## config.mk

```make
export PLATFORM = sky130hd
export DESIGN_NAME = decode_pipe
export DESIGN_NICKNAME = d
export VERILOG_FILES = /design/src/rtl/decode_pipe.sv
export SDC_FILE = /design/constraint.sdc
export NUM_CORES = 1
export LEC_CHECK = 0
export CAP_MARGIN = 25
export CORE_MARGIN = 2
export CORE_UTILIZATION = 54
export DETAILED_ROUTE_END_ITERATION = 7
export PLACE_DENSITY = 0.79
export SLEW_MARGIN = 10
export SYNTH_ARGS = -nofsm -noshare
export SYNTH_HDL_FRONTEND = slang
export SYNTH_SLANG_ARGS = --single-unit
```

## constraint.sdc

```tcl
create_clock -name clk -period 3.6 [get_ports clk]
set_clock_uncertainty 0.1 [all_clocks]
set_input_delay 0.72 -clock clk [delete_from_list [all_inputs] [get_ports clk]]
set_output_delay 0.72 -clock clk [all_outputs]
set_load 0.03 [all_outputs]
```

## src/rtl/decode_pipe.sv

```systemverilog
// decode_pipe: instruction queue feeding a single-register decode stage.
// Defining DECODE_HAZARD_EN enables load-use bubble insertion ahead of the decode stage.
module decode_pipe #(
    parameter int DEPTH    = 4,
    parameter int PC_WIDTH = 32
) (
    input  logic                         clk,
    input  logic                         reset,
    input  logic                         flush,
    input  logic                         in_valid,
    output logic                         in_ready,
    input  logic [31:0]                  in_instr,
    input  logic [PC_WIDTH-1:0]          in_pc,
    output logic                         out_valid,
    input  logic                         out_ready,
    output logic [PC_WIDTH-1:0]          out_pc,
    output logic [4:0]                   rs,
    output logic [4:0]                   rt,
    output logic [4:0]                   rd,
    output logic [15:0]                  imm16,
    output logic [25:0]                  target_address,
    output logic [12:0]                  out_ctrl,
    output logic [$clog2(DEPTH+1)-1:0]   count
);
    localparam int AW = $clog2(DEPTH);
    localparam int CW = $clog2(DEPTH + 1);

    logic [31:0]         q_instr [DEPTH];
    logic [PC_WIDTH-1:0] q_pc    [DEPTH];
    logic [AW-1:0]       wr_ptr, rd_ptr;
    logic [31:0]         instr, head;
    logic                push, load, hazard;
    logic [5:0]          op, fn;
    logic                is_lw, is_sw, is_addi, is_xori, is_bne, is_j, is_jal;
    logic                is_add, is_sub, is_slt, is_jr;
    logic [12:0]         ctrl;

    assign head     = q_instr[rd_ptr];
    assign in_ready = count < CW'(DEPTH);
    assign push     = in_valid && in_ready;
    assign load     = count != '0 && (!out_valid || out_ready) && !hazard;

    assign rs             = instr[25:21];
    assign rt             = instr[20:16];
    assign rd             = instr[15:11];
    assign imm16          = instr[15:0];
    assign target_address = instr[25:0];

`ifdef DECODE_HAZARD_EN
    logic [4:0] ld_rt;
    assign ld_rt  = instr[20:16];
    // The head may only read the load's destination through rs, or through rt for R-type/SW/BNE.
    assign hazard = out_valid && out_ready && instr[31:26] == 6'h23 && ld_rt != 5'd0 &&
                    (head[25:21] == ld_rt ||
                     (head[20:16] == ld_rt && (op == 6'h00 || op == 6'h2B || op == 6'h05)));
`else
    assign hazard = 1'b0;
`endif

    always_comb begin
        op      = head[31:26];
        fn      = head[5:0];
        is_lw   = op == 6'h23;
        is_sw   = op == 6'h2B;
        is_addi = op == 6'h08;
        is_xori = op == 6'h0E;
        is_bne  = op == 6'h05;
        is_j    = op == 6'h02;
        is_jal  = op == 6'h03;
        is_add  = op == 6'h00 && fn == 6'h20;
        is_sub  = op == 6'h00 && fn == 6'h22;
        is_slt  = op == 6'h00 && fn == 6'h2A;
        is_jr   = op == 6'h00 && fn == 6'h08;
        ctrl     = '0;
        ctrl[0]  = is_lw || is_addi || is_xori || is_jal || is_add || is_sub || is_slt;
        ctrl[1]  = is_add || is_sub || is_slt;
        ctrl[2]  = is_lw || is_sw || is_addi || is_xori;
        ctrl[5:3] = is_xori ? 3'b010 : is_slt ? 3'b011 : (is_sub || is_bne) ? 3'b001 : 3'b000;
        ctrl[6]  = is_sw;
        ctrl[7]  = is_lw;
        ctrl[8]  = is_jal;
        ctrl[9]  = is_jr;
        ctrl[10] = is_bne;
        ctrl[11] = is_xori;
        ctrl[12] = !(is_lw || is_sw || is_addi || is_xori || is_bne || is_j || is_jal ||
                     is_add || is_sub || is_slt || is_jr);
    end

    always_ff @(posedge clk) begin
        if (push) begin
            q_instr[wr_ptr] <= in_instr;
            q_pc[wr_ptr]    <= in_pc;
        end
    end

    always_ff @(posedge clk or posedge reset) begin
        if (reset) begin
            wr_ptr    <= '0;
            rd_ptr    <= '0;
            count     <= '0;
            out_valid <= 1'b0;
            out_pc    <= '0;
            instr     <= '0;
            out_ctrl  <= '0;
        end else if (flush) begin
            wr_ptr    <= '0;
            rd_ptr    <= '0;
            count     <= '0;
            out_valid <= 1'b0;
        end else begin
            if (push)
                wr_ptr <= wr_ptr + AW'(1);
            if (load) begin
                rd_ptr   <= rd_ptr + AW'(1);
                instr    <= head;
                out_pc   <= q_pc[rd_ptr];
                out_ctrl <= ctrl;
            end
            out_valid <= load || (out_valid && !out_ready);
            count     <= count + CW'(push) - CW'(load);
        end
    end
endmodule

```

==> impl_metrics.ini, run 1 <==
[outcome]
status = finished clean

[clock_network]
cts_tree = yes
ctsLongestPathBuffers = 3
post_cts_resize_count = 0
post-cts-setup-buffers = 0
hold_buffers = 0
clkTransAtPathRegs_ns = 0.06
cts_num_sinks = 334
clkLatencyLatePin_ns = 0.54
cts_root_buffer = clkbuf_16
htreeDepth = 1
cts_buffers = 31

[grt]
grt_max_degree = 43
track_usage = 0.200
antenna_found_initial = 2
grt_pass1_wl_um = 37600
grt_pass1_vias = 6677
grt-ovfl-total = 0

[floorplanning]
dieArea_um2 = 24800
rows = 56
coreArea_um2 = 23300
die_height_um = 158
ios = 176
start_util = 0.546
die_width_um = 158

[route]
final_antenna_net_count = 0
drtIter0Drc = 468
dr.pass1.iters = 4
route.detailed.drc = 0
vias = 6563
viasPerCell = 5.34
routedWlPerCell_um = 19.6
drt-total-wl_um = 24100

[worst_hold_path]
hp-class = flip-flop to flip-flop
hold_depth = 2
holdPathEnd = out_pc[27]
hold_path_startpoint = out_pc[27]

[final_layout]
area_delta_synth_final_pct = 22.9
nets = 960
stdcell_count = 1228
layout_commonest_cell = edfxtp_1
drive_above_1_share = 0.142
layout_common_cells = 256 x edfxtp_1, 184 x nand2_1, 174 x clkdlybuf4s50_1

[place]
io_buffers = 174
place_congestion = 0.762
hpwl_um = 15100
dp_cells = 1170

[timing]
worst_pin_slew_ns = 0.611
tns_ns = 0
hold_violations = 0
fin_crit_ns = 2.55
timing.fmax_ghz = 0.393
fin_crit_sh = 0.707
final-max-slew-violation-count = 0
grt_setup_unrepaired = false
setup_violations = 0
maxSlewHeadroom = 0.593

[critical_path]
critical_path_class = input pin to flip-flop
arrival_ns = 2.87
endpoint_kind = flip-flop
r2r_cells = 5
timing.rr.start = rd_ptr[0]
r2r_end = out_ctrl[12]
crit_fanout = 8
reg2reg_slack_ns = 1.13
worstSetupStartpointType = input pin
worstPathRequired_ns = 3.92

[power_and_ir_drop]
p_switching_mw = 4.19
pwr-share-seq = 0.416
p_leak_nw = 5.65
swShare = 0.331
power.clock.fraction = 0.244
power_density_nw_per_um2 = 809
comb_power_share = 0.340
ir_drop_uv = 510
intPower_mw = 8.48

[synth]
ys_async_sr_fraction = 0.234
synth_nets = 802
syn_area_um2 = 12700
synth_seq_cells = 334
ys_warn_count = 0
synth_top_flop_cell = edfxtp_1
synth_top_area_frac = 0.603
synth_cells = 726
syn_avg_cell_area_um2 = 17.6
ys_top_cells_by_area = edfxtp_1 60%, dfrtp_1 15%, mux4_2 10%, nand2_1 5.4%, buf_4 1.9%
synth_cell_types = 46
synth_top_cell_by_area = edfxtp_1
synth_edf_count = 256
yosysSeqAreaShare = 0.756

[flow_run]
drv_cap = 0
## area by class of cell
| class | count | area, µm² |
|---|---|---|
| Antenna cell | 1 | 2.50 |
| Clock buffer | 43 | 841 |
| Clock inverter | 14 | 123 |
| Fill cell | 1596 | 7670 |
| Inverter | 9 | 36.3 |
| Multi-Input combinational cell | 320 | 2710 |
| Sequential cell | 334 | 9650 |
| Tap cell | 319 | 399 |
| Timing Repair Buffer | 188 | 1910 |
## layer usage
layer / routed length (µm) / GRT usage / vias to the layer above
met3: 1730 / 0.0416 / 48
met4: 578 / 0.0563 / 0
met2: 11500 / 0.323 / 246
met1: 10300 / 0.281 / 3286
met5: 0 / 0 / -
li1: - / - / 2983
## logic make-up (layout without fill, tap and decap cells)
| family | after synthesis | in the layout | synth area share |
|---|---|---|---|
| AOI/OAI and AO/OA | 15 | 15 | 0.00825 |
| xor gates and xnor gates | 6 | 6 | 0.00412 |
| adders and majority gates | 7 | 7 | 0.00746 |
| buffers and inverters | 72 | 254 | 0.0325 |
| DFF | 334 | 334 | 0.756 |
| muxes | 65 | 65 | 0.116 |
| other | 1 | 2 | 0.000294 |
| and+or+nand+nor | 226 | 226 | 0.0753 |
## synthesized netlist by cell type, types with 2 or more instances
cell	n
buf_1	2
buf_2	7
inv_1	9
clkbuf_1	20
edfxtp_1	256
nand3_1	2
nor3_1	4
buf_6	2
nor2_1	11
ha_1	6
and2_1	4
nor2b_1	7
mux4_1	6
nand4b_1	2
mux4_2	58
nand2_1	184
dfrtp_1	78
buf_4	32
o21ai_0	5
xnor2_1	5
## worst max path at each step
stage	depth (start not counted)	end	slack, ns	from
3_3_place_gp	9	count[2]	0.51	in_valid
2_1_floorplan	3	q_instr[0][0]	0.46	in_valid
3_5_place_dp	9	count[2]	0.48	in_valid
6_report	9	count[2]	1.05	in_valid
5_1_grt	9	count[2]	0.85	in_valid
4_1_cts	2	in_ready	1.04	count[2]
## metrics by stage
step | util | worst slack, ns | total power [mW] | hold slack [ns] | area [µm²]
6_report | 0.671 | 1.05 | 12.7 | 0.373 | 15700
5_1_grt | 0.671 | 0.849 | 13.3 | 0.402 | 15700
4_1_cts | 0.671 | 1.04 | 12.8 | 0.378 | 15700
3_5_place_dp | 0.630 | 0.480 | 9.70 | 0.362 | 14700
3_3_place_gp | 0.630 | 0.514 | 9.61 | 0.360 | 14700
2_1_floorplan | - | 0.465 | 8.23 | 0.462 | 12700
## critical path, cell delays in order
cell and delay [ns]:
clkdlybuf4s50_1 0.45, nor2b_1 0.46, inv_1 0.10, ha_1 0.30, inv_1 0.04, ha_1 0.18, fa_1 0.40, xnor2_1 0.17
nor2_1 0.05
## power groups by stage
stage	sequential [mW]	combinational [mW]	clock, mW
floorplan	5.93	2.30	0
global placement	5.33	4.28	0
detailed placement	5.36	4.34	0
CTS	5.30	4.36	3.15
global route	5.36	4.65	3.30
finish	5.28	4.31	3.09
## registers in the layout, indices dropped and copies added, names as in the netlist
name,count
out_pc,32
q_instr,128
rd_ptr,2
wr_ptr,2
out_ctrl,12
count,3
out_valid,1
instr,26
q_pc,128
No activity file was read; power rests on OpenSTA's default activity.
==> run 2, diff against run 1 <==
Settings changed: CORE_UTILIZATION 54 to 49, PLACE_DENSITY 0.79 to 0.75.
Clock period 3.6 ns to 2.3 ns, I/O delays scaled along.
==> impl_metrics.ini, run 2 (same netlist as run 1, synthesis figures left out) <==
[route]
dr.pass1.iters = 5
route.detailed.drc = 0
drt-total-wl_um = 24900
drtIter0Drc = 376
routedWlPerCell_um = 19.6
final_antenna_net_count = 0
vias = 6695
viasPerCell = 5.28

[final_layout]
fillers = 1797
nets = 986
diodes = 0
layout_commonest_cell = edfxtp_1
layout_common_cells = 256 x edfxtp_1, 184 x nand2_1, 173 x clkdlybuf4s50_1
area_delta_synth_final_pct = 27.0
drive_above_1_share = 0.184
final_core_util = 0.628
postLayoutCellArea_um2 = 16200
biggestRegsByFlops = q_instr: 128 flops, q_pc: 128 flops, out_pc: 32 flops

[floorplanning]
ios = 176
rows = 59
die_height_um = 165
die_width_um = 165
dieArea_um2 = 27300
start_util = 0.495
coreArea_um2 = 25800

[clock_network]
cts_num_sinks = 334
hold_buffers = 0
clkLatencyLatePin_ns = 0.54
cts_buffers = 31
cts_root_buffer = clkbuf_16
clkTransAtPathRegs_ns = 0.06
cts_tree = yes
ctsLongestPathBuffers = 3
htreeDepth = 1

[critical_path]
crit_fanout = 5
arrival_ns = 1.71
r2r_end = out_ctrl[0]
endpoint_kind = output pin
crit_buf_inv = 1
timing.rr.start = rd_ptr[0]
crit_slowest_cell = clkdlybuf4s50_1
cpLargestDelayFamily = buffers and inverters
critical_path_class = flip-flop to output pin
worstSetupStartpointType = flip-flop
worstPathRequired_ns = 1.74
crit_chain = clkdlybuf4s50_1
slowest_delay_ns = 0.71
r2r_cells = 6
reg2reg_slack_ns = 0.08

[timing]
fin_crit_sh = 0.985
timing.fmax_ghz = 0.441
setup_violations = 0
hold_violations = 0
final-max-slew-violation-count = 0
fin_crit_ns = 2.27
tns_ns = 0

[power_and_ir_drop]
intPower_mw = 14.1
p_leak_nw = 5.89
ir_drop_uv = 899
swShare = 0.325
p_switching_mw = 6.78
power.clock.fraction = 0.257
comb_power_share = 0.351
power_density_nw_per_um2 = 1290
pwr-share-seq = 0.392

[place]
hpwl_um = 15400
place_congestion = 0.750
postPlaceCellArea_um2 = 15000
io_buffers = 174

[flow_run]
drv_cap = 0

[grt]
track_usage = 0.186
grt_pass1_vias = 6791
grt_max_degree = 69
grt-ovfl-total = 0
antenna_found_initial = 2
grt_pass1_wl_um = 38200

[outcome]
status = finished clean

[worst_hold_path]
hp-class = input pin to async pin
[run 2: layer usage]
metal | vias to the layer above | wire (µm) | track usage
met3 | 33 | 1470 | 0.0310
met5 | - | 13 | 0
met4 | 2 | 379 | 0.0435
met2 | 200 | 12200 | 0.316
li1 | 3023 | - | -
met1 | 3437 | 10800 | 0.256
[run 2: cell type report]
| type | count | area, µm² | share of cell area |
|---|---|---|---|
| clock buffer | 39 | 868 | 0.0536 |
| multi-input combinational | 320 | 2740 | 0.169 |
| inverter | 9 | 37.5 | 0.00232 |
| clock inverter | 18 | 230 | 0.0142 |
| tap | 335 | 419 | 0.0259 |
| timing repair buffer | 214 | 2250 | 0.139 |
| sequential | 334 | 9650 | 0.596 |
[run 2: worst max path at each step]
stage | to | from | cells past startpoint
2_1_floorplan | count[2] | count[2] | 8
3_3_place_gp | count[2] | in_valid | 9
3_5_place_dp | count[2] | in_valid | 9
4_1_cts | in_ready | count[2] | 2
5_1_grt | out_ctrl[0] | rd_ptr[0] | 6
6_report | count[2] | count[2] | 1
[run 2: what timing repair did]
item	in CTS	in global routing
buffers inserted	5	2
cloned	0	0
endpoints found under the hold margin	0	0
gates resized for setup	1	17
pin swaps	0	4
endpoints found under the setup margin	5	13
[run 2: stage by stage]
stage	total power, mW	hold slack (ns)	setup slack (ns)	cells
floorplan	12.9	0.459	0.0270	726
global placement	15.3	0.356	-0.158	1205
detailed placement	15.5	0.361	-0.188	1205
CTS	21.0	0.105	0.0154	1267
global route	21.9	0.115	-0.0146	1269
finish	20.9	0.129	0.0349	1269
[run 2: power groups by stage]
stage               logic [mW]  clock network, mW  registers (mW)
finish                    7.32               5.37            8.18
global route              7.86               5.73            8.29
CTS                       7.31               5.48            8.19
detailed placement        7.17                  0            8.32
global placement          7.06                  0            8.28
floorplan                 3.60                  0            9.27
